==> src/rtl/vga_timing_ctrl.sv <==
// 640x480@60 VGA timing master: raster counters, renderer request,
// latency-matched sync/enable delay line and registered pin outputs.
module vga_timing_ctrl #(
  parameter int H_ACTIVE = 640,
  parameter int H_FP     = 16,
  parameter int H_SYNC   = 96,
  parameter int H_BP     = 48,
  parameter int V_ACTIVE = 480,
  parameter int V_FP     = 10,
  parameter int V_SYNC   = 2,
  parameter int V_BP     = 33,
  parameter bit SYNC_POL = 1'b0,
  parameter int PIX_LAT  = 1
) (
  input  logic        vga_clk,
  input  logic        vga_rst,
  output logic [9:0]  x_pos,
  output logic [9:0]  y_pos,
  output logic        de_req,
  output logic        frame_start,
  input  logic [11:0] pixel_data,
  output logic [3:0]  vga_r,
  output logic [3:0]  vga_g,
  output logic [3:0]  vga_b,
  output logic        vga_hs,
  output logic        vga_vs,
  output logic        vga_de
);

  localparam int H_TOTAL = H_ACTIVE + H_FP + H_SYNC + H_BP;
  localparam int V_TOTAL = V_ACTIVE + V_FP + V_SYNC + V_BP;

  localparam logic [9:0] H_LAST = 10'(H_TOTAL - 1);
  localparam logic [9:0] V_LAST = 10'(V_TOTAL - 1);
  localparam logic [9:0] H_VIS  = 10'(H_ACTIVE);
  localparam logic [9:0] V_VIS  = 10'(V_ACTIVE);
  localparam logic [9:0] HS_BEG = 10'(H_ACTIVE + H_FP);
  localparam logic [9:0] HS_END = 10'(H_ACTIVE + H_FP + H_SYNC);
  localparam logic [9:0] VS_BEG = 10'(V_ACTIVE + V_FP);
  localparam logic [9:0] VS_END = 10'(V_ACTIVE + V_FP + V_SYNC);

  typedef struct packed {
    logic de;
    logic hs;
    logic vs;
  } tim_t;

  logic [9:0]  h_cnt_q, h_cnt_d;
  logic [9:0]  v_cnt_q, v_cnt_d;
  logic        active, hs_act, vs_act;
  logic [9:0]  x_q, x_d, y_q, y_d;
  logic        fs_q, fs_d;
  tim_t        s1_q, s1_d;
  tim_t        dly_q [PIX_LAT];
  tim_t        tap;
  logic [11:0] rgb_q, rgb_d;
  logic        de_o_q;
  logic        hs_o_q, hs_o_d;
  logic        vs_o_q, vs_o_d;

  always_comb begin
    h_cnt_d = h_cnt_q + 10'd1;
    v_cnt_d = v_cnt_q;
    if (h_cnt_q == H_LAST) begin
      h_cnt_d = '0;
      v_cnt_d = (v_cnt_q == V_LAST) ? '0 : v_cnt_q + 10'd1;
    end
  end

  assign active = (h_cnt_q < H_VIS) && (v_cnt_q < V_VIS);
  assign hs_act = (h_cnt_q >= HS_BEG) && (h_cnt_q < HS_END);
  assign vs_act = (v_cnt_q >= VS_BEG) && (v_cnt_q < VS_END);

  // Tap sits PIX_LAT clocks behind the request, matching pixel_data.
  always_comb begin
    s1_d   = '{de: active, hs: hs_act, vs: vs_act};
    x_d    = active ? h_cnt_q : '0;
    y_d    = active ? v_cnt_q : '0;
    fs_d   = (h_cnt_q == '0) && (v_cnt_q == '0);
    tap    = dly_q[PIX_LAT-1];
    rgb_d  = tap.de ? pixel_data : '0;
    hs_o_d = tap.hs ? SYNC_POL : ~SYNC_POL;
    vs_o_d = tap.vs ? SYNC_POL : ~SYNC_POL;
  end

  always_ff @(posedge vga_clk or posedge vga_rst) begin
    if (vga_rst) begin
      h_cnt_q <= '0;
      v_cnt_q <= '0;
      x_q     <= '0;
      y_q     <= '0;
      fs_q    <= 1'b0;
      s1_q    <= '0;
      for (int i = 0; i < PIX_LAT; i++) dly_q[i] <= '0;
      rgb_q   <= '0;
      de_o_q  <= 1'b0;
      hs_o_q  <= ~SYNC_POL;
      vs_o_q  <= ~SYNC_POL;
    end else begin
      h_cnt_q <= h_cnt_d;
      v_cnt_q <= v_cnt_d;
      x_q     <= x_d;
      y_q     <= y_d;
      fs_q    <= fs_d;
      s1_q    <= s1_d;
      dly_q[0] <= s1_q;
      for (int i = 1; i < PIX_LAT; i++) dly_q[i] <= dly_q[i-1];
      rgb_q   <= rgb_d;
      de_o_q  <= tap.de;
      hs_o_q  <= hs_o_d;
      vs_o_q  <= vs_o_d;
    end
  end

  assign x_pos       = x_q;
  assign y_pos       = y_q;
  assign de_req      = s1_q.de;
  assign frame_start = fs_q;
  assign vga_r       = rgb_q[3:0];
  assign vga_g       = rgb_q[7:4];
  assign vga_b       = rgb_q[11:8];
  assign vga_de      = de_o_q;
  assign vga_hs      = hs_o_q;
  assign vga_vs      = vs_o_q;

endmodule

==> config.mk <==
export PLATFORM = sky130hd
export DESIGN_NAME = vga_timing_ctrl
export DESIGN_NICKNAME = d
export VERILOG_FILES = /design/src/rtl/vga_timing_ctrl.sv
export SDC_FILE = /design/constraint.sdc
export NUM_CORES = 1
export LEC_CHECK = 0
export CORE_MARGIN = 8
export CORE_UTILIZATION = 53
export CTS_CLUSTER_DIAMETER = 100
export CTS_CLUSTER_SIZE = 8
export DETAILED_ROUTE_END_ITERATION = 8
export HOLD_SLACK_MARGIN = 0.08
export PLACE_DENSITY = 0.82
export SLEW_MARGIN = 5
export SYNTH_ARGS = -nofsm -noshare
export SYNTH_HDL_FRONTEND = slang
export SYNTH_SLANG_ARGS = --single-unit
==> constraint.sdc <==
create_clock -name vga_clk -period 2.95 [get_ports vga_clk]
set_clock_uncertainty 0.05 [all_clocks]
set_input_delay 0.59 -clock vga_clk [delete_from_list [all_inputs] [get_ports vga_clk]]
set_output_delay 0.59 -clock vga_clk [all_outputs]
set_load 0.005 [all_outputs]
# ---- After elaboration in Yosys (flattened, before gate mapping)
# Index checks and enable logic that the tools add are counted.
dict set report word_totals {
  wordCells 38
  register_bits 62
}
dict set report classes {
  n_addsub 2
  n_eq_ne 2
  reduce_logical 6
  muxes 7
  magnitude_cmp 6
}
# cell n
set op_table {}
lappend op_table {{$mux W10} 4}
lappend op_table {{$add A10 B1 Y10 const B} 2}
lappend op_table {{$eq A10 B10 Y1 const B} 2}
lappend op_table {{$logic_not A10 Y1} 2}
lappend op_table {{$lt A10 B10 Y1 const B} 2}
lappend op_table {{$lt A10 B9 Y1 const B} 2}
lappend op_table {{$mux W12} 1}
lappend op_table {{$ge A10 B10 Y1 const B} 1}
lappend op_table {{$ge A10 B9 Y1 const B} 1}
lappend op_table {{$logic_and A1 B1 Y1} 4}
lappend op_table {{$mux W1} 2}

# ---- Longest topological paths before layout
# Gate-level depths: netlist of the first run.
dict set report logic_depth {
  word_depth 3
  ltp_mapped 6
}

# ---- Worst setup path after synthesis of the first run
# No wires, ideal clock.
dict set report synth_timing {
  kind {flip-flop to flip-flop}
  start {register h_cnt_q[0]}
  end {register v_cnt_q[9]}
  path_buffers 1
  setup_ps 77
  period_less_slack_ps 1970
  stages_incl_launch_ff 7
  arrival_ps 1842
  slack_ps 980
  path_cell_list {dfrtp_1 ha_1 nand3_2 or3_1 buf_2 or4_1 a21oi_1}
}
dict set report synth_between {
  elab_chain_len 1
}
# item line_no
set synth_rtl {}
lappend synth_rtl {{start, declared} 48} ;# logic [9:0] h_cnt_q, h_cnt_d;
lappend synth_rtl {{start signal, assigned} 100} ;# h_cnt_q <= h_cnt_d;
lappend synth_rtl {{$eq A10 B10 Y1} 64} ;# if (h_cnt_q == H_LAST) begin
lappend synth_rtl {{end signal, assigned} 101} ;# v_cnt_q <= v_cnt_d;
lappend synth_rtl {{end, declared} 49} ;# logic [9:0] v_cnt_q, v_cnt_d;
# Every way passes these cells.
# A chain may end at the register's enable or synchronous reset.

# ---- Worst setup path in the final report of the first run
# Ends and elaborated chain as after synthesis.

==> metrics.md, run 1 <==
| Metric | Value |
|---|---|
| Die W | `82.4 um` |
| Aggregate negative setup slack | `0 ps` |
| Critical path fanouts, max | `8` |
| Max-capacitance violation count | `0` |
| Filler instances | `309` |
| Proportion of synthesized chip area in sequential cells | `66.4%` |
| Total Die Area | `6800 um2` |
| Power density relative to cell area | `567 nW/um2` |
| Maximum count of clock buffers along a single path | `2` |
| Instance count after placement with tap cells included | `288` |
| Area growth from synthesis to layout | `33.5%` |
| Final HPWL from detailed placement | `3100 um` |
| Yosys warns | `0` |
| Weighted congestion at the end of routability-driven global placement | `0.783` |
| # diodes | `0` |
| Layout cell share with drive strength beyond 1 | `9.13%` |
| Vias in the first global route | `1574` |
| Commonest non-fill, non-tap cells in the layout | `60 x dfrtp_1, 50 x clkdlybuf4s50_1, 33 x and2_1` |
| Number of setup violations in the final report | `0` |
| Clock buffer count from CTS | `9` |
| Lkg Pwr | `1.42 nW` |
| Level count of the clock H-tree | `3` |
| Seq cells post-synth | `62` |
| Slowest Stage Delay on Critical Path | `540 ps` |
| Site Rows | `24` |
| Path category of the worst min-delay check | `reg -> reg` |
| Clock-pin slew of the registers on the worst-case setup and hold paths | `60 ps` |
| Clock Sink Count | `62` |
| Antenna viol nets, final | `0` |
| Clock latency of the later-clocked register in the worst-skew pair | `330 ps` |
| I/O Buffers | `50` |
| Critical Path Source Type | `register` |
| Worst Path Required | `3160 ps` |
| Worst hold margin | `299 ps` |
| Number of antenna violations at the first check in global routing | `0` |
| Unrepaired setup endpoints after global routing | `false` |
| Number of resized instances in the post-cts repair step | `0` |
| Number of ports placed on the die boundary | `51` |
| First-pass GRT wire length | `7290 um` |
| FFs w/ async S/R, synth | `100%` |
| Status | `finished clean` |
| CTS tree | `yes` |
| Clock tree root driver cell | `clkbuf_8` |
| Number of DRC markers after the initial detailed-route iteration | `76` |
| First-pass iteration count of the detailed router | `4` |
| Netlist area before placement | `2340 um2` |
| Highest ir drop seen on vdd | `0.366 mV` |
| Final period utilization | `71.6%` |
| Final Hold Viols | `0` |
| Data arrival time of the critical path | `2320 ps` |
| Cells along the critical path | `ha_1 > nand3_2 > or3_1 > or4_1 > a21oi_1` |
| Initial standard-cell utilization of the core | `54.5%` |
| Vias after detailed routing | `1532` |
| # DRC | `0` |
| Synth Instances | `191` |
| Final count of pins violating max slew | `0` |
| Critical path capture point type | `register` |
| Fin nets | `265` |
| Max_slew headroom | `50.9%` |
| Layout Cells excl Fill | `304` |
| Top FF cell, synth | `dfrtp_1` |
| Overflow left after global routing | `0` |
| Final wirelength | `4500 um` |
| Buffers inserted during post-CTS setup optimization | `0` |
| Number of nets produced by synthesis | `209` |
| Die Ht | `82.4 um` |
| Unique masters post-synth | `33` |
| Via density | `5.04` |
| Start-to-end type of the worst setup path | `reg -> reg` |
| Largest net degree at the start of global routing | `63` |
| Most common library cell in the layout ignoring fill and taps | `dfrtp_1` |
| GR Util All Layers | `14.3%` |
| Placeable core region | `4290 um2` |
| Achievable frequency | `474 MHz` |
| Number of enable-type register cells in the synthesized netlist | `0` |
| Total of hold buffers inserted after clock tree synthesis | `0` |
| Post-Syn Area per Cell | `12.2 um2` |
| WL/cell | `14.8 um` |
| Standard cell with the maximum stage delay on the critical path | `or4_1` |
| Final critical delay including setup and external delays | `2110 ps` |
| Slew at the pin with the worst max-slew slack | `737 ps` |
==> layout make-up <==
type                            instances  area [um2]  area share, %
Sequential cell                        62        1550           49.7
Multi-Input combinational cell        114         726           23.2
Timing Repair Buffer                   52         515           16.5
Clock buffer                           13         169           5.41
Clock inverter                          3        65.1           2.08
Tap cell                               52        65.1           2.08
Inverter                                8        30.0          0.961
==> through the flow <==
stage / setup WS, ps / total power [W] / utilization, % / area (um2)
final: 838 / 0.00177 / 72.8 / 3120
after CTS: 840 / 0.00179 / 72.8 / 3120
after floorplan: 772 / 0.000897 / - / 2340
after detailed placement: 858 / 0.000938 / 67.3 / 2890
after global routing: 724 / 0.00184 / 72.8 / 3120
after global placement: 948 / 0.000936 / 67.3 / 2890
==> path summary, 6_finish.rpt <==
kind | from | cells after the start | slack [ps] | endpoint
setup / recovery | h_cnt_q[0] | 5 | 840 | v_cnt_q[9]
hold / removal | s1_q[1] | 0 | 300 | dly_q[1]
setup reg to reg | h_cnt_q[0] | 5 | 840 | v_cnt_q[9]
hold reg to reg | s1_q[1] | 0 | 300 | dly_q[1]
max in group asynchronous | vga_rst | 3 | 1620 | x_pos[3]
min in group asynchronous | vga_rst | 3 | 750 | y_pos[2]
==> synthesized netlist by cell type (2+ instances only) <==
cell type / n / area (um2)
a21oi_1: 2 / 10.0
and2_1: 33 / 206
and3_1: 2 / 12.5
buf_2: 3 / 15.0
clkbuf_1: 4 / 15.0
dfrtp_1: 60 / 1500
dfstp_2: 2 / 52.6
ha_1: 4 / 50.1
inv_1: 8 / 30.0
nand2_1: 6 / 22.5
nand2b_1: 2 / 12.5
nand3_1: 9 / 45.0
nand4_1: 6 / 37.5
nor2_1: 9 / 33.8
nor2b_1: 2 / 12.5
nor3_1: 4 / 20.0
nor4_1: 4 / 25.0
o21a_1: 2 / 15.0
o21ai_0: 5 / 25.0
o31ai_1: 2 / 15.0
or3_1: 2 / 12.5
xnor2_1: 4 / 35.0
xor2_1: 6 / 52.6
==> sequential cells by signal (all words and copies together) (netlist names) <==
register / cells
rgb_q: 12
h_cnt_q: 10
v_cnt_q: 10
x_pos: 10
y_pos: 10
dly_q: 3
s1_q: 2
de_req: 1
frame_start: 1
vga_de: 1
vga_hs: 1
vga_vs: 1
==> critical path: cells and delay by family, from the launching register on <==
| kind | cells | cell delay [ps] |
|---|---|---|
| flops | 1 | 440 |
| fa+ha+maj | 1 | 230 |
| compound gates | 1 | 140 |
| simple gates | 3 | 1190 |
==> routing by layer <==
layer	up-vias	part of all wire, %	routed length, um	global-route usage [%]
li1	745	-	-	-
met1	728	47	2110	17.5
met2	51	43	1940	22.4
met3	8	8.0	362	3.68
met4	0	1.9	86	8.42
met5	-	0	0	0
==> cell families after synthesis <==
family	share of synthesized area (%)
AND/OR/NAND/NOR	21.0
flip-flops	66.4
buffers and inverters	2.57
AO/OA/AOI/OAI	3.05
XOR/XNOR	3.74
adder cells (fa/ha/maj)	2.14
multiplexers	0.909
other	0.160
==> where the power goes <==
part | switching (W) | leakage, nW | total [W] | internal [W]
Combinational | 0.0000238 | 0.507 | 0.0000586 | 0.0000348
Sequential | 0.00000219 | 0.789 | 0.000862 | 0.000859
Clock | 0.000307 | 0.120 | 0.000851 | 0.000544
Total | 0.000333 | 1.42 | 0.00177 | 0.00144
Note: power is estimated with default switching activity, not from simulation.
==> inputs of run 2 (changes only) <==
--- a/config.mk
+++ b/config.mk
@@ -6,12 +6,12 @@
 export NUM_CORES = 1
 export LEC_CHECK = 0
 export CORE_MARGIN = 8
-export CORE_UTILIZATION = 53
+export CORE_UTILIZATION = 45
 export CTS_CLUSTER_DIAMETER = 100
 export CTS_CLUSTER_SIZE = 8
 export DETAILED_ROUTE_END_ITERATION = 8
 export HOLD_SLACK_MARGIN = 0.08
-export PLACE_DENSITY = 0.82
+export PLACE_DENSITY = 0.74
 export SLEW_MARGIN = 5
 export SYNTH_ARGS = -nofsm -noshare
 export SYNTH_HDL_FRONTEND = slang
==> constraint.sdc (replaced) <==
create_clock -name vga_clk -period 1.9 [get_ports vga_clk]
set_clock_uncertainty 0.05 [all_clocks]
set_input_delay 0.38 -clock vga_clk [delete_from_list [all_inputs] [get_ports vga_clk]]
set_output_delay 0.38 -clock vga_clk [all_outputs]
set_load 0.005 [all_outputs]
==> run 2 against run 1 <==
  * Clock power is 84% higher
  * Final area is 7.2% higher
  * Sequential share of layout area is 3.3 points lower
  * Core utilization is 6.8 points lower
  * Largest cell class unchanged
  * Largest power group is now clock
==> metrics.md, run 2 (synthesized netlist as in run 1, its figures left out) <==
| Metric | Value |
|---|---|
| Critical path fanouts, max | `5` |
| Final HPWL from detailed placement | `3480 um` |
| Largest net degree at the start of global routing | `20` |
| # diodes | `0` |
| Critical Path Source Type | `register` |
| Layout cell share with drive strength beyond 1 | `15.7%` |
| Die Ht | `88.1 um` |
| Placeable core region | `5070 um2` |
| Critical path capture point type | `register` |
| Number of ports placed on the die boundary | `51` |
| Final wirelength | `4860 um` |
| Vias after detailed routing | `1628` |
| Lkg Pwr | `1.52 nW` |
| Aggregate negative setup slack | `0 ps` |
| Power density relative to cell area | `900 nW/um2` |
| Start-to-end type of the worst setup path | `reg -> reg` |
| Clock latency of the later-clocked register in the worst-skew pair | `330 ps` |
| Area growth from synthesis to layout | `43.2%` |
| Util after Layout | `66.0%` |
| Cells along the critical path | `or2_4 > or3_1 > or4_1 > a21oi_1` |
| Clock tree root driver cell | `clkbuf_8` |
| Number of setup violations in the final report | `0` |
| Final Hold Viols | `0` |
| Level count of the clock H-tree | `3` |
| Commonest non-fill, non-tap cells in the layout | `60 x dfrtp_1, 50 x clkdlybuf4s50_1, 33 x and2_1` |
| Total of hold buffers inserted after clock tree synthesis | `0` |
| WL/cell | `14.4 um` |
| Final critical delay including setup and external delays | `1810 ps` |
| GR Util All Layers | `13.8%` |
| Standard cell with the maximum stage delay on the critical path | `or4_1` |
| Data arrival time of the critical path | `2010 ps` |
| Initial standard-cell utilization of the core | `46.1%` |
| CTS tree | `yes` |
| Overflow left after global routing | `0` |
| Worst Path Buf+Inv | `0` |
| Vias in the first global route | `1700` |
| Most flop-heavy register | `rgb_q` |
| Most common library cell in the layout ignoring fill and taps | `dfrtp_1` |
| Flip-flop count of the largest register, all copies and words added | `12` |
| Antenna viol nets, final | `0` |
| Final count of pins violating max slew | `0` |
| Clock-pin slew of the registers on the worst-case setup and hold paths | `70 ps` |
| Cell family with most CP delay | `simple AND/OR/NAND/NOR gates` |
| Die W | `88.1 um` |
| Number of DRC markers after the initial detailed-route iteration | `28` |
| First-pass GRT wire length | `8090 um` |
| Clock buffer count from CTS | `9` |
| Number of antenna violations at the first check in global routing | `0` |
| Worst Path Required | `2110 ps` |
| Max-capacitance violation count | `0` |
| Path category of the worst min-delay check | `reg -> reg` |
| Slowest Stage Delay on Critical Path | `500 ps` |
| Total Die Area | `7760 um2` |
| Weighted congestion at the end of routability-driven global placement | `0.858` |
| # DRC | `0` |
| Fin nets | `281` |
| Via density | `4.82` |
| Site Rows | `26` |
| Highest ir drop seen on vdd | `0.420 mV` |
| Status | `finished clean` |
| First-pass iteration count of the detailed router | `4` |
| I/O Buffers | `50` |
| Maximum count of clock buffers along a single path | `2` |
| Clock Sink Count | `62` |
| Final period utilization | `95.0%` |
| Achievable frequency | `554 MHz` |
-- run 2: cell types whose count changed in the layout (fill, tap and decap cells not counted), sizes merged --
cell,delta
clkbuf,-2
bufinv,+2
clkinvlp,+1
inv,-1
buf,+16
-- run 2: worst register-to-register path: cells and delay by family (launching register included) --
| family | cells | cell delay [ps] |
|---|---|---|
| DFF | 1 | 380 |
| AOI/OAI and AO/OA | 1 | 160 |
| and+or+nand+nor | 3 | 1150 |
-- run 2: report_power, final --
group | internal [W] | switching [W] | total (W)
sequential | 0.00133 | 0.00000338 | 0.00134
combinational | 0.0000626 | 0.0000408 | 0.000103
clock | 0.00108 | 0.000497 | 0.00157
total | 0.00247 | 0.000541 | 0.00302
-- run 2: final timing paths --
path | from | endpoint | slack [ps] | cells past startpoint
min reg2reg | dly_q[1] | vga_hs | 300 | 1
min in group asynchronous | vga_rst | rgb_q[1] | 360 | 2
min | dly_q[1] | vga_hs | 300 | 1
max in group asynchronous | vga_rst | vga_de | 990 | 3
max reg2reg | h_cnt_q[5] | v_cnt_q[9] | 90 | 4
max | h_cnt_q[5] | v_cnt_q[9] | 90 | 4
-- run 2: layer usage --
metal / share of wire, % / global-route usage [%] / up-vias
met1: 41 / 15.7 / 791
met2: 48 / 22.8 / 56
li1: - / - / 772
met4: 2.3 / 7.68 / 0
met3: 8.2 / 4.22 / 9
met5: 0 / 0 / -
-- run 2: final cells by class --
type	count	area [um2]
sequential	62	1550
fill	385	1730
timing repair buffer	68	661
clock inverter	5	129
tap	70	87.6
clock buffer	11	151
inverter	8	33.8
multi-input combinational	114	733
-- run 2: repair_timing --
action / 4_1_cts / 5_1_grt
hold endpoints to repair: 0 / 0
resized for setup: 0 / 1
buffers inserted: 0 / 1
setup endpoints to repair: 0 / 2
-- run 2: stage by stage --
| step | cell area, um2 | hold WS, ps | cells | total power, W | setup WS [ps] |
|---|---|---|---|---|---|
| 6_report | 3350 | 301 | 338 | 0.00302 | 94.7 |
| 4_1_cts | 3340 | 300 | 337 | 0.00305 | 92.1 |
| 5_1_grt | 3350 | 319 | 338 | 0.00312 | -4.23 |
| 3_5_place_dp | 3060 | 293 | 321 | 0.00147 | 121 |
| 2_1_floorplan | 2350 | 281 | 191 | 0.00139 | -65.4 |
| 3_3_place_gp | 3060 | 283 | 321 | 0.00146 | 141 |
